### src/rtl/grover_diffusion_serial.sv
// grover_diffusion_serial: Grover inversion-about-mean stage over valid/ready streams.
// Latency: 2 cycles from the last input accept to the first out_valid, then one result per cycle.
// Backpressure: in_ready only in LOAD; outputs are held while out_valid && !out_ready.
// Build option: define DIFFUSION_SAT_EN to clamp results to the W-bit range (default wraps).
module grover_diffusion_serial #(
  parameter int W      = 8,
  parameter int N_LOG2 = 3
) (
  input  logic              clk,
  input  logic              rst,
  input  logic              in_valid,
  output logic              in_ready,
  input  logic [W-1:0]      in_data,
  output logic              out_valid,
  input  logic              out_ready,
  output logic [W-1:0]      out_data,
  output logic [N_LOG2-1:0] out_idx,
  output logic              out_last,
  output logic              busy
);

  localparam int N = 1 << N_LOG2;
  localparam int AW = W + N_LOG2;

  typedef enum logic [1:0] {S_LOAD, S_MEAN, S_DRAIN} state_t;

  state_t              r_state;
  state_t              w_state_nxt;
  logic [N_LOG2-1:0]   r_cnt;
  logic [AW-1:0]       r_acc;
  logic [W-1:0]        r_mean;
  logic [W-1:0]        r_buf [N];
  logic                r_out_valid;
  logic [W-1:0]        r_out_data;
  logic [N_LOG2-1:0]   r_out_idx;
  logic                r_out_last;

  logic                w_accept;
  logic                w_out_fire;
  logic [AW-1:0]       w_ext_in;
  logic [W-1:0]        w_mean_calc;
  logic [W-1:0]        w_sel_mean;
  logic [N_LOG2-1:0]   w_sel_idx;
  logic [W-1:0]        w_sel_buf;
  logic                w_sel_last;
  logic [W+1:0]        w_res;
  logic [W-1:0]        w_out;

  assign in_ready   = (r_state == S_LOAD) && !rst;
  assign busy       = (r_state != S_LOAD);
  assign out_valid  = r_out_valid;
  assign out_data   = r_out_data;
  assign out_idx    = r_out_idx;
  assign out_last   = r_out_last;

  assign w_accept   = in_valid && in_ready;
  assign w_out_fire = r_out_valid && out_ready;
  assign w_ext_in   = {{N_LOG2{in_data[W-1]}}, in_data};

  // Floor mean is just the upper W bits of the accumulator (arithmetic shift by N_LOG2).
  assign w_mean_calc = r_acc[AW-1:N_LOG2];

  // In MEAN the first result is built straight from the accumulator so out_valid can rise
  // on the first DRAIN cycle; afterwards the registered mean and the next index are used.
  assign w_sel_mean = (r_state == S_MEAN) ? w_mean_calc : r_mean;
  assign w_sel_idx  = (r_state == S_MEAN) ? '0 : r_out_idx + 1'b1;
  assign w_sel_buf  = r_buf[w_sel_idx];
  assign w_sel_last = (w_sel_idx == N_LOG2'(N - 1));

  // 2*mean - a at W+2 bits cannot overflow for W-bit operands.
  assign w_res = {w_sel_mean[W-1], w_sel_mean, 1'b0} - {{2{w_sel_buf[W-1]}}, w_sel_buf};

`ifdef DIFFUSION_SAT_EN
  // Result fits when the top three bits agree; otherwise clamp by sign.
  always_comb begin
    w_out = w_res[W-1:0];
    if (!((w_res[W+1:W-1] == 3'b000) || (w_res[W+1:W-1] == 3'b111))) begin
      w_out = w_res[W+1] ? {1'b1, {(W-1){1'b0}}} : {1'b0, {(W-1){1'b1}}};
    end
  end
`else
  logic w_unused_res_hi;
  assign w_unused_res_hi = ^w_res[W+1:W];
  // Two's-complement wrap: keep the low W bits.
  always_comb begin
    w_out = w_res[W-1:0];
  end
`endif

  // Next-state logic: LOAD until N accepts, one MEAN cycle, DRAIN until the last handshake.
  always_comb begin
    w_state_nxt = r_state;
    case (r_state)
      S_LOAD:  if (w_accept && (r_cnt == N_LOG2'(N - 1))) w_state_nxt = S_MEAN;
      S_MEAN:  w_state_nxt = S_DRAIN;
      S_DRAIN: if (w_out_fire && r_out_last) w_state_nxt = S_LOAD;
      default: w_state_nxt = S_LOAD;
    endcase
  end

  // State, counters, accumulator and the registered output stage.
  always_ff @(posedge clk) begin
    if (rst) begin
      r_state     <= S_LOAD;
      r_cnt       <= '0;
      r_acc       <= '0;
      r_mean      <= '0;
      r_out_valid <= 1'b0;
      r_out_data  <= '0;
      r_out_idx   <= '0;
      r_out_last  <= 1'b0;
    end else begin
      r_state <= w_state_nxt;
      if (w_accept) begin
        r_cnt <= r_cnt + 1'b1;
        r_acc <= r_acc + w_ext_in;
      end
      if (r_state == S_MEAN) begin
        r_mean      <= w_mean_calc;
        r_acc       <= '0;
        r_out_valid <= 1'b1;
        r_out_data  <= w_out;
        r_out_idx   <= w_sel_idx;
        r_out_last  <= w_sel_last;
      end
      if ((r_state == S_DRAIN) && w_out_fire) begin
        if (r_out_last) begin
          r_out_valid <= 1'b0;
        end else begin
          r_out_data <= w_out;
          r_out_idx  <= w_sel_idx;
          r_out_last <= w_sel_last;
        end
      end
    end
  end

  // Amplitude buffer; contents are don't-care after reset so it carries no reset.
  always_ff @(posedge clk) begin
    if (w_accept) begin
      r_buf[r_cnt] <= in_data;
    end
  end

endmodule

### config.mk
export PLATFORM = sky130hd
export DESIGN_NAME = grover_diffusion_serial
export DESIGN_NICKNAME = d
export VERILOG_FILES = /design/src/rtl/grover_diffusion_serial.sv
export SDC_FILE = /design/constraint.sdc
export NUM_CORES = 1
export LEC_CHECK = 0
export ABC_CLOCK_PERIOD_IN_PS = 6700
export BUFFER_PORTS_ARGS = -buffer_cell sky130_fd_sc_hd__buf_4
export CAP_MARGIN = 15
export CORE_UTILIZATION = 45
export DETAILED_ROUTE_END_ITERATION = 12
export GPL_TIMING_DRIVEN = 0
export SKIP_LAST_GASP = 1
export SLEW_MARGIN = 20
export SYNTH_ARGS = -nofsm -noshare
export SYNTH_HDL_FRONTEND = slang
export SYNTH_SLANG_ARGS = --single-unit
### constraint.sdc
create_clock -name clk -period 6.7 [get_ports clk]
set_clock_uncertainty 0.05 [all_clocks]
set_input_delay 1.005 -clock clk [delete_from_list [all_inputs] [get_ports clk]]
set_output_delay 1.005 -clock clk [all_outputs]
set_load 0.005 [all_outputs]
# Word level (Yosys, flattened, before mapping)
# Memories as Yosys holds them, arrays and structs flattened.
# Cells that the tools add are included.
[word_totals] elab_cells=49 output_inout_bits=15 ff_bits=37 n_memories=1 mem_bits_rw=64 in_bits=12
[op_classes] mux=19 n_eq_ne=6 reduce_logical=11 n_addsub=4
[memory_table] name="r_buf" depth=8 width=8 read_ports=1 rd_clocked_by_memory_dff=0 write_ports=1 line_no="32" source="logic [W-1:0] r_buf [N];"
[ops] operator="$mux 8" count=4
[ops] operator="$mux 3" count=4
[ops] operator="$add 11x11->11" count=1
[ops] operator="$mux 1" count=8
[ops] operator="$sub 8x8->8" count=1
[ops] operator="$add 3x1->3 const B" count=2
[ops] operator="$eq 3x3->1 const B" count=2
[ops] operator="$logic_and 1x1->1" count=6
[ops] operator="$pmux 2 s3" count=1
[ops] operator="$mux 2" count=2
[ops] operator="$eq 2x1->1 const B" count=1
[ops] operator="$eq 2x2->1 const B" count=1
[ops] operator="$logic_not 2->1" count=1
[ops] operator="$ne 2x1->1 const B" count=1
[ops] operator="$ne 2x2->1 const B" count=1
[ops] operator="$reduce_and 2->1" count=1
[ops] operator="$reduce_bool 2->1" count=1
[ops] operator="$reduce_or 2->1" count=1
[ops] operator="$logic_not 1->1" count=1

# Depth between registers and ports, before layout
# An unclocked memory read counts as a cell.
[logic_depth] ltp_word=7 ltp_mapped=16 ltp_nobuf=14

# Worst setup path before layout
# Ideal clock, no wire load.
[synth_path] path_kind="register -> register" from="register r_out_idx[1] (netlist: out_idx[1])" to="register r_out_data[6] (netlist: out_data[6])" setup_slack_ns=3.530 synth_period_minus_slack_ns=3.170 t_arrival_ns=3.049 setup_time_ns=0.071 t_required_ns=6.579 path_stages_with_launch=17 path_buffers=2 path_cell_list="dfxtp_1 -> ha_1 -> xor2_1 -> and2_1 -> clkbuf_1 -> clkbuf_1 -> nand2_1 -> nand3_1 -> a31oi_1 -> fa_1 -> a21o_1 -> a21oi_1 -> o21bai_1 -> a21oi_1 -> xnor2_1 -> nand2_1 -> a21oi_1"
[synth_between] elab_chain_cells=7
[synth_lines] element="from (decl)" line_no="35" source="logic [N_LOG2-1:0] r_out_idx;"
[synth_lines] element="from (signal assigned)" line_no="123" source="r_out_idx <= w_sel_idx;"
[synth_lines] element="from (signal assigned)" line_no="131" source="r_out_idx <= w_sel_idx;"
[synth_lines] element="$add 3x1->3 (*)" line_no="66" source="assign w_sel_idx = (r_state == S_MEAN) ? '0 : r_out_idx + 1'b1;"
[synth_lines] element="$mux 3 (*)" line_no="66"
[synth_lines] element="$mem_v2 8x8 (*)"
[synth_lines] element="$sub 8x8->8 (*)" line_no="71" source="assign w_res = {w_sel_mean[W-1], w_sel_mean, 1'b0} - {{2{w_sel_buf[W-1]}}, w_sel_buf};"
[synth_lines] element="$mux 8" line_no="118" source="if (r_state == S_MEAN) begin"
[synth_lines] element="$mux 8" line_no="127" source="if (r_out_last) begin"
[synth_lines] element="$mux 8 (*)" line_no="126" source="if ((r_state == S_DRAIN) && w_out_fire) begin"
[synth_lines] element="to (signal assigned)" line_no="122" source="r_out_data <= w_out;"
[synth_lines] element="to (signal assigned)" line_no="130" source="r_out_data <= w_out;"
[synth_lines] element="to (decl)" line_no="34" source="logic [W-1:0] r_out_data;"
# Every way passes the cells marked *; elsewhere a longest branch is shown, timed or not.
# A chain may end at the register's enable or synchronous reset.

# Final worst setup path
# Ends and elaborated chain as after synthesis.

==> results.sh <==
export IMPL_status="complete, no violations"
export IMPL_cts_buffers=9
export IMPL_insertion_delay_ns=0.38
export IMPL_fmax_ghz=0.250
export IMPL_post_dp_hpwl_um=7750
export IMPL_wl_per_cell_um=18.0
export IMPL_hold_depth=2
export IMPL_r2r_end="out_data[6]$_SDFF_PP0_"
export IMPL_die_y_um=104
export IMPL_ys_seq_elements=99
export IMPL_ctsLongestPathBuffers=2
export IMPL_routabilityCongestion=0.803
export IMPL_crit_top_cell="a21oi_1"
export IMPL_die_area_mm2=0.0108
export IMPL_pwr_share_comb_pct=6.6
export IMPL_synth_cell_type_count=62
export IMPL_drc_errors=0
export IMPL_hp_start="out_data[6]$_SDFF_PP0_"
export IMPL_final_cell_count_no_fill=604
export IMPL_fillers=914
export IMPL_cts_sinks=99
export IMPL_fin_nets=498
export IMPL_post_cts_resize_count=0
export IMPL_cp_arrival_ns=4.26
export IMPL_synth_edf_count=64
export IMPL_synth_most_common_cell="nand2_1"
export IMPL_yosysTopAreaCellShare_pct=41.3
export IMPL_path_cells="ha_1, xor2_1, and2_1, clkbuf_1, clkbuf_1, nand2_1, nand3_1, a31oi_1, fa_1, a21o_1, a21oi_1, o21bai_1, a21oi_1, xnor2_1, nand2_1, a21oi_1"
export IMPL_cp_end_kind="flip-flop"
export IMPL_rsz0062_at_grt="false"
export IMPL_wl_met1_um=5060
export IMPL_grt_pass1_vias=3124
export IMPL_syn_num_nets=459
export IMPL_firstDrtPassIters=4
export IMPL_cts_max_level=3
export IMPL_synth_area_leaders="edfxtp_1, dfxtp_1, nand2_1, ha_1, nor2_1"
export IMPL_r2r_cells=16
export IMPL_netlist_area_mm2=0.00466
export IMPL_cp_required_ns=6.96
export IMPL_ff2ff_setup_slack_ns=2.70
export IMPL_clk_transition_reported_paths_ns=0.09
export IMPL_avgSynthCellArea_um2=10.9
export IMPL_period_share_pct=59.8
export IMPL_synthCells=427
export IMPL_yosysWarningCount=0
export IMPL_hp_class="reg -> reg"
export IMPL_drive_above_1_share_pct=14.6
export IMPL_grt_pass1_wl_um=17300
export IMPL_max_cap_violations=0
export IMPL_ant_nets=0
export IMPL_drt_vias_per_instance=5.47
export IMPL_grt_overflow_total=0
export IMPL_critical_path_max_stage_delay_ns=0.50
export IMPL_initial_core_util_pct=47.0
export IMPL_synth_largest_area_cell="edfxtp_1"
export IMPL_hold_end="out_data[6]$_SDFF_PP0_"
export IMPL_rows=36
export IMPL_period_needed_ns=4.00
export IMPL_die_w_um=104
export IMPL_hold_viol=0
export IMPL_synthFlopType="edfxtp_1"
export IMPL_p_switching_uw=276
export IMPL_top_layer_used="met4"
export IMPL_multiInputGateArea_mm2=0.00193
export IMPL_yosysSeqAreaShare_pct=56.3
export IMPL_p_per_area_mw_per_mm2=217
export IMPL_io_pins=27
export IMPL_cp_start_kind="flip-flop"
export IMPL_critPathKind="reg -> reg"
export IMPL_critical_path_max_fanout=10
export IMPL_irDropWorstVdd_mv=0.0913
export IMPL_dpl_cell_count=588
export IMPL_power_total_uw=1140
export IMPL_synthArstFlopShare_pct=0
export IMPL_cts_setup_buffers=0
export IMPL_setup_viol=0
export IMPL_syn_to_final_growth_pct=13.0
export IMPL_grt_max_degree=18
export IMPL_grt_use_total_pct=21.3
export IMPL_routed_via_count=3304
export IMPL_slowest_stage="clkbuf_1"
export IMPL_drt_initial_drc_count=124
export IMPL_r2r_start="out_idx[1]$_SDFF_PP0_"
export IMPL_clockRootBuffer="clkbuf_8"
export IMPL_p_sw_share_pct=24.1
export IMPL_antenna_found_initial=0
export IMPL_wl_met2_um=5140
export IMPL_cts_tree="built"
export IMPL_port_buffer_count=26
export IMPL_fp_coreArea_mm2=0.00991
export IMPL_routed_wl_met3_um=441
export IMPL_slew_headroom_pct=34.0
export IMPL_tightest_slew_ns=0.986
export IMPL_seqPwrFrac_pct=58.6
export IMPL_hold_buffers=0
export IMPL_setup_tns_ns=0
export IMPL_antenna_cells=0
export IMPL_drt_wl_total_um=10900
export IMPL_leakage_uw=0.00200
export IMPL_synthTopCellsByCount="nand2_1, edfxtp_1, dfxtp_1"
export IMPL_final_seq_area_mm2=0.00262
export IMPL_slew_violations=0
export IMPL_clock_power_share_pct=34.8
export IMPL_internal_power_uw=866
==> layout make-up <==
cell class                 count  area share [%]
clock inverter                 7            1.45
buffer                        21            1.90
sequential                    99            49.9
clock buffer                   9            2.36
tap                          133            3.16
multi-input combinational    299            36.7
inverter                       8           0.571
timing repair buffer          28            4.00
==> layer usage <==
| layer | vias to the layer above | track usage (%) |
|---|---|---|
| li1 | 1639 | - |
| met1 | 1587 | 29.9 |
| met2 | 63 | 33.3 |
| met3 | 15 | 2.45 |
| met4 | 0 | 9.18 |
| met5 | - | 0 |
==> worst max path at each step <==
stage                                  end                   from
floorplan           out_data[6]$_SDFF_PP0_  out_idx[1]$_SDFF_PP0_
global placement    out_data[6]$_SDFF_PP0_  out_idx[0]$_SDFF_PP0_
detailed placement  out_data[6]$_SDFF_PP0_  out_idx[1]$_SDFF_PP0_
CTS                 out_data[6]$_SDFF_PP0_  out_idx[1]$_SDFF_PP0_
global route        out_data[6]$_SDFF_PP0_  out_idx[0]$_SDFF_PP0_
finish              out_data[6]$_SDFF_PP0_  out_idx[1]$_SDFF_PP0_
==> cell usage in the layout (no fill, tap or decap), types with 8 or more instances in the layout <==
cell type / instances
nand2_1: 74
nand3_1: 19
a21oi_1: 21
a211oi_1: 8
xnor2_1: 8
edfxtp_1: 64
dfxtp_1: 35
clkbuf_8: 9
ha_1: 18
clkbuf_1: 13
nor2b_1: 9
nor2_1: 29
nor3_1: 8
buf_4: 28
mux2i_1: 8
==> stage by stage <==
stage	hold slack [ns]	worst slack (ns)	instance area (um2)	utilization, %
after floorplan	0.390	3.53	4660	-
after global placement	0.395	2.69	5020	50.6
after detailed placement	0.399	2.70	5050	51.0
after CTS	0.413	2.66	5250	53.0
after global routing	0.433	2.37	5260	53.1
final	0.412	2.70	5260	53.1
==> registers in the layout, indices dropped and copies added (netlist names) <==
register,count
out_data,8
out_idx,3
out_last,1
out_valid,1
r_acc,10
r_buf,64
r_cnt,3
r_mean,7
r_state,2
==> power groups by stage <==
| stage | combinational, uW | clock, uW | sequential (uW) |
|---|---|---|---|
| after global routing | 84.4 | 425 | 670 |
| after CTS | 76.3 | 403 | 668 |
| after global placement | 72.1 | 0 | 681 |
| after floorplan | 48.8 | 0 | 680 |
| final | 75.5 | 398 | 669 |
| after detailed placement | 76.1 | 0 | 682 |
==> logic make-up (layout without fill, tap and decap cells) <==
kind of cell / count (synthesis) / in the layout / synth area share (%)
fa+ha+maj: 20 / 20 / 5.70
mux: 9 / 9 / 2.20
compound gates: 84 / 84 / 13.4
xor+xnor: 10 / 10 / 1.88
flops: 99 / 99 / 56.3
buf+inv: 29 / 73 / 2.79
simple gates: 176 / 176 / 17.7
==> critical path, delay by kind of cell, from the launching register on <==
kind            cells  cell delay [ns]
simple gates        4             0.55
fa+ha+maj           2             0.69
compound gates      6             0.96
xor+xnor            2             0.36
flops               1             0.36
buf+inv             2             0.94
Power figures use the tool's default switching activity.
